[config.mk]
export PLATFORM = sky130hd
export DESIGN_NAME = ring_output_port_ctrl
export DESIGN_NICKNAME = d
export VERILOG_FILES = /design/src/rtl/ring_output_port_ctrl.sv
export SDC_FILE = /design/constraint.sdc
export NUM_CORES = 1
export LEC_CHECK = 0
export ABC_AREA = 1
export CELL_PAD_IN_SITES_DETAIL_PLACEMENT = 1
export CELL_PAD_IN_SITES_GLOBAL_PLACEMENT = 2
export CORE_UTILIZATION = 25
export DETAILED_ROUTE_END_ITERATION = 10
export GPL_TIMING_DRIVEN = 0
export PLACE_DENSITY = 0.95
export SLEW_MARGIN = 15
export SYNTH_ARGS = -nofsm -noshare
export SYNTH_HDL_FRONTEND = slang
export SYNTH_SLANG_ARGS = --single-unit
[constraint.sdc]
create_clock -name clk -period 5.4 [get_ports clk]
set_input_delay 1.08 -clock clk [delete_from_list [all_inputs] [get_ports clk]]
set_output_delay 1.08 -clock clk [all_outputs]
set_load 0.1 [all_outputs]
[src/rtl/ring_output_port_ctrl.sv]
// Output-channel controller for one ring router port: a single-entry output
// buffer shared by two requesters with round-robin priority, plus perf counters.
module ring_output_port_ctrl #(
  parameter int         DATA_W        = 64,
  parameter logic       INIT_PRIORITY = 1'b0,
  parameter int         CNT_W         = 16
) (
  input  logic              clk,
  input  logic              reset,
  input  logic              arb_en,
  input  logic              tx_en,
  input  logic              req0,
  input  logic [DATA_W-1:0] data0,
  input  logic              req1,
  input  logic [DATA_W-1:0] data1,
  output logic              grant0,
  output logic              grant1,
  output logic              out_valid,
  output logic [DATA_W-1:0] out_data,
  input  logic              out_ready,
  output logic              buf_full,
  output logic [CNT_W-1:0]  grant_cnt0,
  output logic [CNT_W-1:0]  grant_cnt1,
  output logic [CNT_W-1:0]  conflict_cnt
);

  logic              buf_full_q, buf_full_d;
  logic [DATA_W-1:0] data_q, data_d;
  logic              prio_q, prio_d;
  logic [CNT_W-1:0]  gcnt0_q, gcnt0_d;
  logic [CNT_W-1:0]  gcnt1_q, gcnt1_d;
  logic [CNT_W-1:0]  conf_q, conf_d;

  logic arb_ok, both, g0, g1, xfer;

  function automatic logic [CNT_W-1:0] sat_inc(input logic [CNT_W-1:0] v);
    return (&v) ? v : v + 1'b1;
  endfunction

  // Arbitration only sees the registered buffer state, so a drain this
  // cycle cannot be refilled until the next arbitration opportunity.
  assign arb_ok = arb_en & ~buf_full_q & ~reset;
  assign both   = req0 & req1;
  assign g0     = arb_ok & req0 & (~req1 | ~prio_q);
  assign g1     = arb_ok & req1 & (~req0 |  prio_q);
  assign xfer   = out_valid & out_ready;

  assign grant0       = g0;
  assign grant1       = g1;
  assign out_valid    = buf_full_q & tx_en & ~reset;
  assign out_data     = data_q;
  assign buf_full     = buf_full_q;
  assign grant_cnt0   = gcnt0_q;
  assign grant_cnt1   = gcnt1_q;
  assign conflict_cnt = conf_q;

  always_comb begin
    buf_full_d = buf_full_q;
    data_d     = data_q;
    prio_d     = prio_q;
    gcnt0_d    = gcnt0_q;
    gcnt1_d    = gcnt1_q;
    conf_d     = conf_q;
    if (g0 | g1) begin
      buf_full_d = 1'b1;
      data_d     = g0 ? data0 : data1;
      if (g0) gcnt0_d = sat_inc(gcnt0_q);
      if (g1) gcnt1_d = sat_inc(gcnt1_q);
      if (both) begin
        prio_d = ~prio_q;
        conf_d = sat_inc(conf_q);
      end
    end else if (xfer) begin
      buf_full_d = 1'b0;
    end
  end

  always_ff @(posedge clk or posedge reset) begin
    if (reset) begin
      buf_full_q <= 1'b0;
      data_q     <= '0;
      prio_q     <= INIT_PRIORITY;
      gcnt0_q    <= '0;
      gcnt1_q    <= '0;
      conf_q     <= '0;
    end else begin
      buf_full_q <= buf_full_d;
      data_q     <= data_d;
      prio_q     <= prio_d;
      gcnt0_q    <= gcnt0_d;
      gcnt1_q    <= gcnt1_d;
      conf_q     <= conf_d;
    end
  end

endmodule

==> results of run 1 <==
## critical path, cell delays in order
cell	delay, ns
clkdlybuf4s50_1	0.50
bufinv_8	0.51
buf_16	0.36
nand4_4	0.18
nor2_4	0.41
clkdlybuf4s18_2	0.63
## cells in the final DEF, fill, tap and decap left out, drive strengths merged
| master | netlist | final |
|---|---|---|
| inv | 40 | 42 |
| dfrtp | 114 | 114 |
| nand4 | 17 | 17 |
| clkinvlp | 0 | 3 |
| clkdlybuf4s18 | 0 | 1 |
| nand3b | 1 | 1 |
| buf | 27 | 27 |
| o21ai | 16 | 16 |
| clkdlybuf4s50 | 0 | 249 |
| ha | 3 | 3 |
| xor2 | 5 | 5 |
| xnor2 | 17 | 17 |
| clkinv | 1 | 6 |
| nor3b | 1 | 1 |
| a21oi | 1 | 1 |
| nor2 | 56 | 56 |
| bufinv | 0 | 5 |
| clkbuf | 1 | 18 |
| nand3 | 89 | 89 |
| nand2 | 409 | 409 |
## cell type report
type                            instances  area, sq um
Sequential cell                       114         2850
Inverter                               41          168
Clock inverter                         15          205
Multi-Input combinational cell        615         2760
Clock buffer                           17          425
Fill cell                            2879        13900
Tap cell                              319          399
Buffer                                 27          191
Timing Repair Buffer                  251         2530
## power breakdown
group          internal [mW]  switching (mW)  leakage (nW)  total, mW
clock network          0.777           0.449         0.300       1.23
registers               1.13           0.181          1.48       1.31
logic                  0.712            2.47          2.41       3.18
## flip-flops by register name, indices dropped and copies added, names as in the netlist
signal        cells
buf_full          1
conflict_cnt     16
grant_cnt0       16
prio_q            1
grant_cnt1       16
out_data         64
## cells in the mapped netlist, drive strengths merged
cell    number  area share, %
nand4       17            2.3
xor2         5           0.73
inv         40            2.5
ha           3           0.63
nand2      409             26
o21ai       16            1.5
clkinv       1          0.063
xnor2       17            2.5
dfrtp      114             48
nor2        56            4.5
nand3       89            7.8
clkbuf       1          0.063
a21oi        1          0.084
nand3b       1           0.13
nor3b        1           0.13
buf         27            3.2
## routing by layer
metal | routed length, um | vias to the layer above
li1 | - | 3049
met1 | 8790 | 3022
met2 | 10900 | 166
met3 | 1440 | 29
met4 | 467 | 0
met5 | 0 | -
## cells by family after synthesis
group | share of synthesized area, %
buffers and inverters | 5.85
AND/OR/NAND/NOR | 40.8
flip-flops | 47.8
adder cells (fa/ha/maj) | 0.630
AO/OA/AOI/OAI | 1.62
XOR/XNOR | 3.23
## path summary, 6_finish.rpt
path / endpoint / startpoint / slack [ns]
min: out_data[32]$_DFFE_PP0P_ / out_data[32]$_DFFE_PP0P_ / 0.48
max reg2reg: out_data[13]$_DFFE_PP0P_ / buf_full$_DFFE_PP0P_ / 3.60
max: grant0 / reset / 0.62
max in group asynchronous: grant_cnt0[14]$_DFFE_PP0P_ / reset / 3.48
min in group asynchronous: out_data[37]$_DFFE_PP0P_ / reset / 1.25
min reg2reg: out_data[32]$_DFFE_PP0P_ / out_data[32]$_DFFE_PP0P_ / 0.48
## timing repair
action / CTS / global route
setup endpoints to repair: 1 / 1
gates resized for setup: 3 / 2
setup buffers: 0 / 0
## per-stage QoR
| stage | hold WS (ns) | TNS [ns] | cell area [sq um] | power (mW) |
|---|---|---|---|---|
| floorplan | 0.463 | 0 | 5960 | 3.66 |
| global placement | 0.464 | -1.85 | 8860 | 4.48 |
| detailed placement | 0.468 | -0.523 | 8900 | 4.52 |
| CTS | 0.485 | 0 | 9530 | 5.78 |
| global route | 0.499 | 0 | 9530 | 5.95 |
| finish | 0.479 | 0 | 9530 | 5.71 |
==> run_results.csv, run 1 <==
group,metric,value,unit
sta,final_hold_viol_count,0,
clocking,clockBufferDepth,2,
routing,wl,21.6,mm
sta,finClkSkew,0.0118,ns
worst_setup_path,path_max_fanout,59,
clocking,clockRootBuffer,"clkbuf_16",
sta,slew_violations,0,
cells_and_area,instances_no_fill,1399,
sta,slew_headroom,29.5,%
routing,wl_per_cell,15.4,um
global_routing,grt_overflow,0,
global_routing,track_usage,18.2,%
worst_setup_path,start_kind,"primary input",
worst_setup_path,worstSetupPathType,"primary input to output port",
worst_hold_path,hold_class,"register to register",
synthesis,ys_warn_count,0,
clocking,ctsHoldBuffers,0,
status,status,"finished, final reports clean",
global_routing,grt_max_degree,60,
global_routing,grt_use_met2,31.8,%
power,vdd_drop_max,0.300,mV
floorplanning,ios,251,
sta,setup_ws,0.621,ns
synthesis,syn_inst,798,
worst_setup_path,required,4.32,ns
floorplanning,start_util,25.5,%
global_routing,grtUsageMet3,5.90,%
run,maxCapViolCount,0,
floorplanning,design.die.area,24500,sq um
clocking,cts_tree,"yes",
worst_setup_path,crit_arrival,3.70,ns
routing,vias,6266,
synthesis,netlist_area,5960,sq um
cells_and_area,syn_to_final_growth,59.9,%
global_routing,first_global_vias,6482,
worst_setup_path,end_kind,"output port",
place,placement.io_buffers,250,
sta,worst_pin_slew,1.05,ns
place,finalWeightedCongestion,0.750,
global_routing,antenna_found_initial,0,
worst_hold_path,holdPathStages,2,
sta,setup_viol,0,
routing,drcViolationCount,0,
power,p_leak,4.18,nW
floorplanning,die_w,156,um
clocking,numCtsBuffers,17,
global_routing,grt_pass1_wl,34.4,mm
floorplanning,core-area,23400,sq um
synthesis,avgSynthCellArea,7.47,sq um
cells_and_area,antennaDiodeCount,0,
place,pre_cts_ws,-0.523,ns
synthesis,ys_ff_latch,114,
routing,initialDrtViolationCount,273,
clocking,clk_latency,0.41,ns
place,place.detailed.hpwl,16.4,mm
sta,rsz0062_at_grt,"false",
sta,fin_crit_sh,88.5,%
synthesis,syn_nets,936,
global_routing,grt.busiest_layer,"met2",
synthesis,ys_types,29,
synthesis,yosysSeqAreaShare,47.8,%
global_routing,use_met1,21.0,%
floorplanning,fp-row-count,56,
sta,period_needed,4.78,ns
worst_setup_path,rr_worst_depth,7,
cells_and_area,nets,1205,
clocking,htree_num_levels,4,
cells_and_area,final_util,40.7,%
cells_and_area,drive_gt1_share,8.43,%
floorplanning,die_h,156,um
sta,clock.fmax,0.209,GHz
routing,viasPerCell,4.48,
clocking,path_clk_slew,0.06,ns
routing,ant_nets,0,
clocking,clkSinkCount,114,
routing,dr.pass1.iters,4,
power,p_per_area,599,nW/um^2
place,dp_cells,1368,
Note: power is estimated with default switching activity, not from simulation.
==> run 2, diff against run 1 <==
- CORE_ASPECT_RATIO: unset -> 0.75
==> run_results.csv, run 2 (synthesis gave the netlist of run 1 again) <==
group,metric,value,unit
cells_and_area,largest_reg_flops,64,
cells_and_area,antennaDiodeCount,0,
power,seq_power_share,23.1,%
cells_and_area,syn_to_final_growth,59.1,%
routing,drcViolationCount,0,
worst_setup_path,required,4.32,ns
routing,viasPerCell,4.50,
place,place.detailed.hpwl,15.8,mm
clocking,cts_setup_buffers,0,
global_routing,grt_pass1_wl,33.2,mm
power,pwr-share-clk,21.0,%
power,combPwrFrac,55.9,%
clocking,htree_num_levels,4,
worst_setup_path,rrSetupSlack,3.61,ns
power,p_leak,4.19,nW
sta,rsz0062_at_grt,"false",
worst_setup_path,end_kind,"output port",
power,vdd_drop_max,0.339,mV
sta,slew_violations,0,
routing,wl,21.1,mm
routing,ant_nets,0,
global_routing,grt_max_degree,78,
floorplanning,die_w,180,um
global_routing,antenna_found_initial,0,
place,pre_cts_ws,0.0318,ns
global_routing,first_global_vias,6266,
clocking,ctsHoldBuffers,0,
floorplanning,ios,251,
cells_and_area,final_util,40.9,%
worst_setup_path,rr_startpoint,"grant_cnt1[0]$_DFFE_PP0P_",
clocking,path_clk_slew,0.05,ns
sta,fin_crit_sh,90.0,%
routing,vias,6210,
sta,finClkSkew,0.00962,ns
cells_and_area,nets,1206,
worst_setup_path,r2r-end,"grant_cnt1[9]$_DFFE_PP0P_",
cells_and_area,final_common_cell,"nand2_1",
place,placement.io_buffers,250,
worst_setup_path,rr_worst_depth,10,
worst_setup_path,critPathLaunch,"reset",
worst_setup_path,crit_arrival,3.78,ns
sta,worst_pin_slew,1.05,ns
global_routing,grt_overflow,0,
place,finalWeightedCongestion,0.761,
cells_and_area,instances_no_fill,1381,
routing,initialDrtViolationCount,256,
sta,period_needed,4.86,ns
worst_setup_path,worstSetupPathType,"primary input to output port",
place,dp_cells,1349,
power,switching_share,54.1,%
clocking,cts_tree,"yes",
sta,slew_headroom,30.0,%
floorplanning,start_util,25.7,%
clocking,clockRootBuffer,"clkbuf_16",
clocking,clkSinkCount,114,
run,maxCapViolCount,0,
power,finalPower,5.68,mW
sta,final_hold_viol_count,0,
routing,dr.pass1.iters,4,
power,p_int,2.61,mW
clocking,clockBufferDepth,2,
worst_setup_path,start_kind,"primary input",
cells_and_area,final_cell_mix,"nand2_1 (404), clkdlybuf4s50_1 (249), dfrtp_1 (114)",
power,p_per_area,598,nW/um^2
clocking,clk_latency,0.42,ns
clocking,numCtsBuffers,17,
floorplanning,die_h,136,um
worst_setup_path,worstSetupEndpoint,"grant0",
power,switchingPower,3.07,mW
floorplanning,design.die.area,24500,sq um
routing,wl_per_cell,15.3,um
sta,fin_hold_ws,0.476,ns
global_routing,track_usage,17.4,%
floorplanning,core-area,23200,sq um
cells_and_area,drive_gt1_share,8.23,%
sta,setup_ws,0.539,ns
floorplanning,fp-row-count,48,
sta,setup_viol,0,
sta,clock.fmax,0.206,GHz
worst_hold_path,hold_class,"register to register",
worst_setup_path,path_max_fanout,39,
status,status,"finished, final reports clean",
-- run 2: final cells by class --
type	count	area, sq um
Fill cell	2822	13700
Sequential cell	114	2850
Multi-Input combinational cell	615	2760
Timing Repair Buffer	251	2530
Clock buffer	22	484
Tap cell	300	375
Buffer	28	195
Inverter	41	159
Clock inverter	10	130
-- run 2: power by group through the flow --
stage	Combinational (mW)	Sequential, mW	Clock [mW]
floorplan	0.408	3.26	0
global placement	3.16	1.31	0
detailed placement	3.19	1.33	0
CTS	3.20	1.32	1.22
global route	3.30	1.35	1.26
finish	3.17	1.31	1.19
-- run 2: worst min-delay path by stage --
stage,end,depth (start not counted),startpoint
floorplan,prio_q$_DFFE_PP0P_,1,prio_q$_DFFE_PP0P_
global placement,out_data[28]$_DFFE_PP0P_,2,out_data[28]$_DFFE_PP0P_
detailed placement,out_data[27]$_DFFE_PP0P_,2,out_data[27]$_DFFE_PP0P_
CTS,out_data[27]$_DFFE_PP0P_,2,out_data[27]$_DFFE_PP0P_
global route,out_data[61]$_DFFE_PP0P_,2,out_data[61]$_DFFE_PP0P_
finish,out_data[25]$_DFFE_PP0P_,2,out_data[25]$_DFFE_PP0P_
-- run 2: metal layers --
metal | routed length (um) | global-route usage, % | vias to the layer above
met5 | 0 | 0 | -
met4 | 227 | 4.46 | 0
met3 | 1610 | 6.26 | 19
met2 | 9990 | 29.0 | 194
met1 | 9300 | 21.3 | 2950
li1 | - | - | 3047
-- run 2: worst max-delay path, cell delays in order --
cell	delay, ns
clkdlybuf4s50_1	0.57
inv_6	0.40
nand4_4	0.19
nor2_4	0.27
buf_1	0.43
dlymetal6s2s_1	0.83
-- run 2: repair_timing --
action	4_1_cts	5_1_grt
endpoints found under the hold margin	0	0
setup endpoints to repair	0	1
resized for setup	0	1
-- run 2: per-stage QoR --
stage          setup TNS (ns)  cell area (sq um)
4_1_cts                     0               9490
2_1_floorplan               0               5960
6_report                    0               9490
5_1_grt                     0               9490
3_5_place_dp                0               8870
3_3_place_gp            -1.83               8840
==> run 3, diff against run 2 <==
- CAP_MARGIN: unset -> 10
- HOLD_SLACK_MARGIN: unset -> 0.08
==> results of run 3 <==
Same layout as run 2: the final DEF is identical, and so are final timing and power.
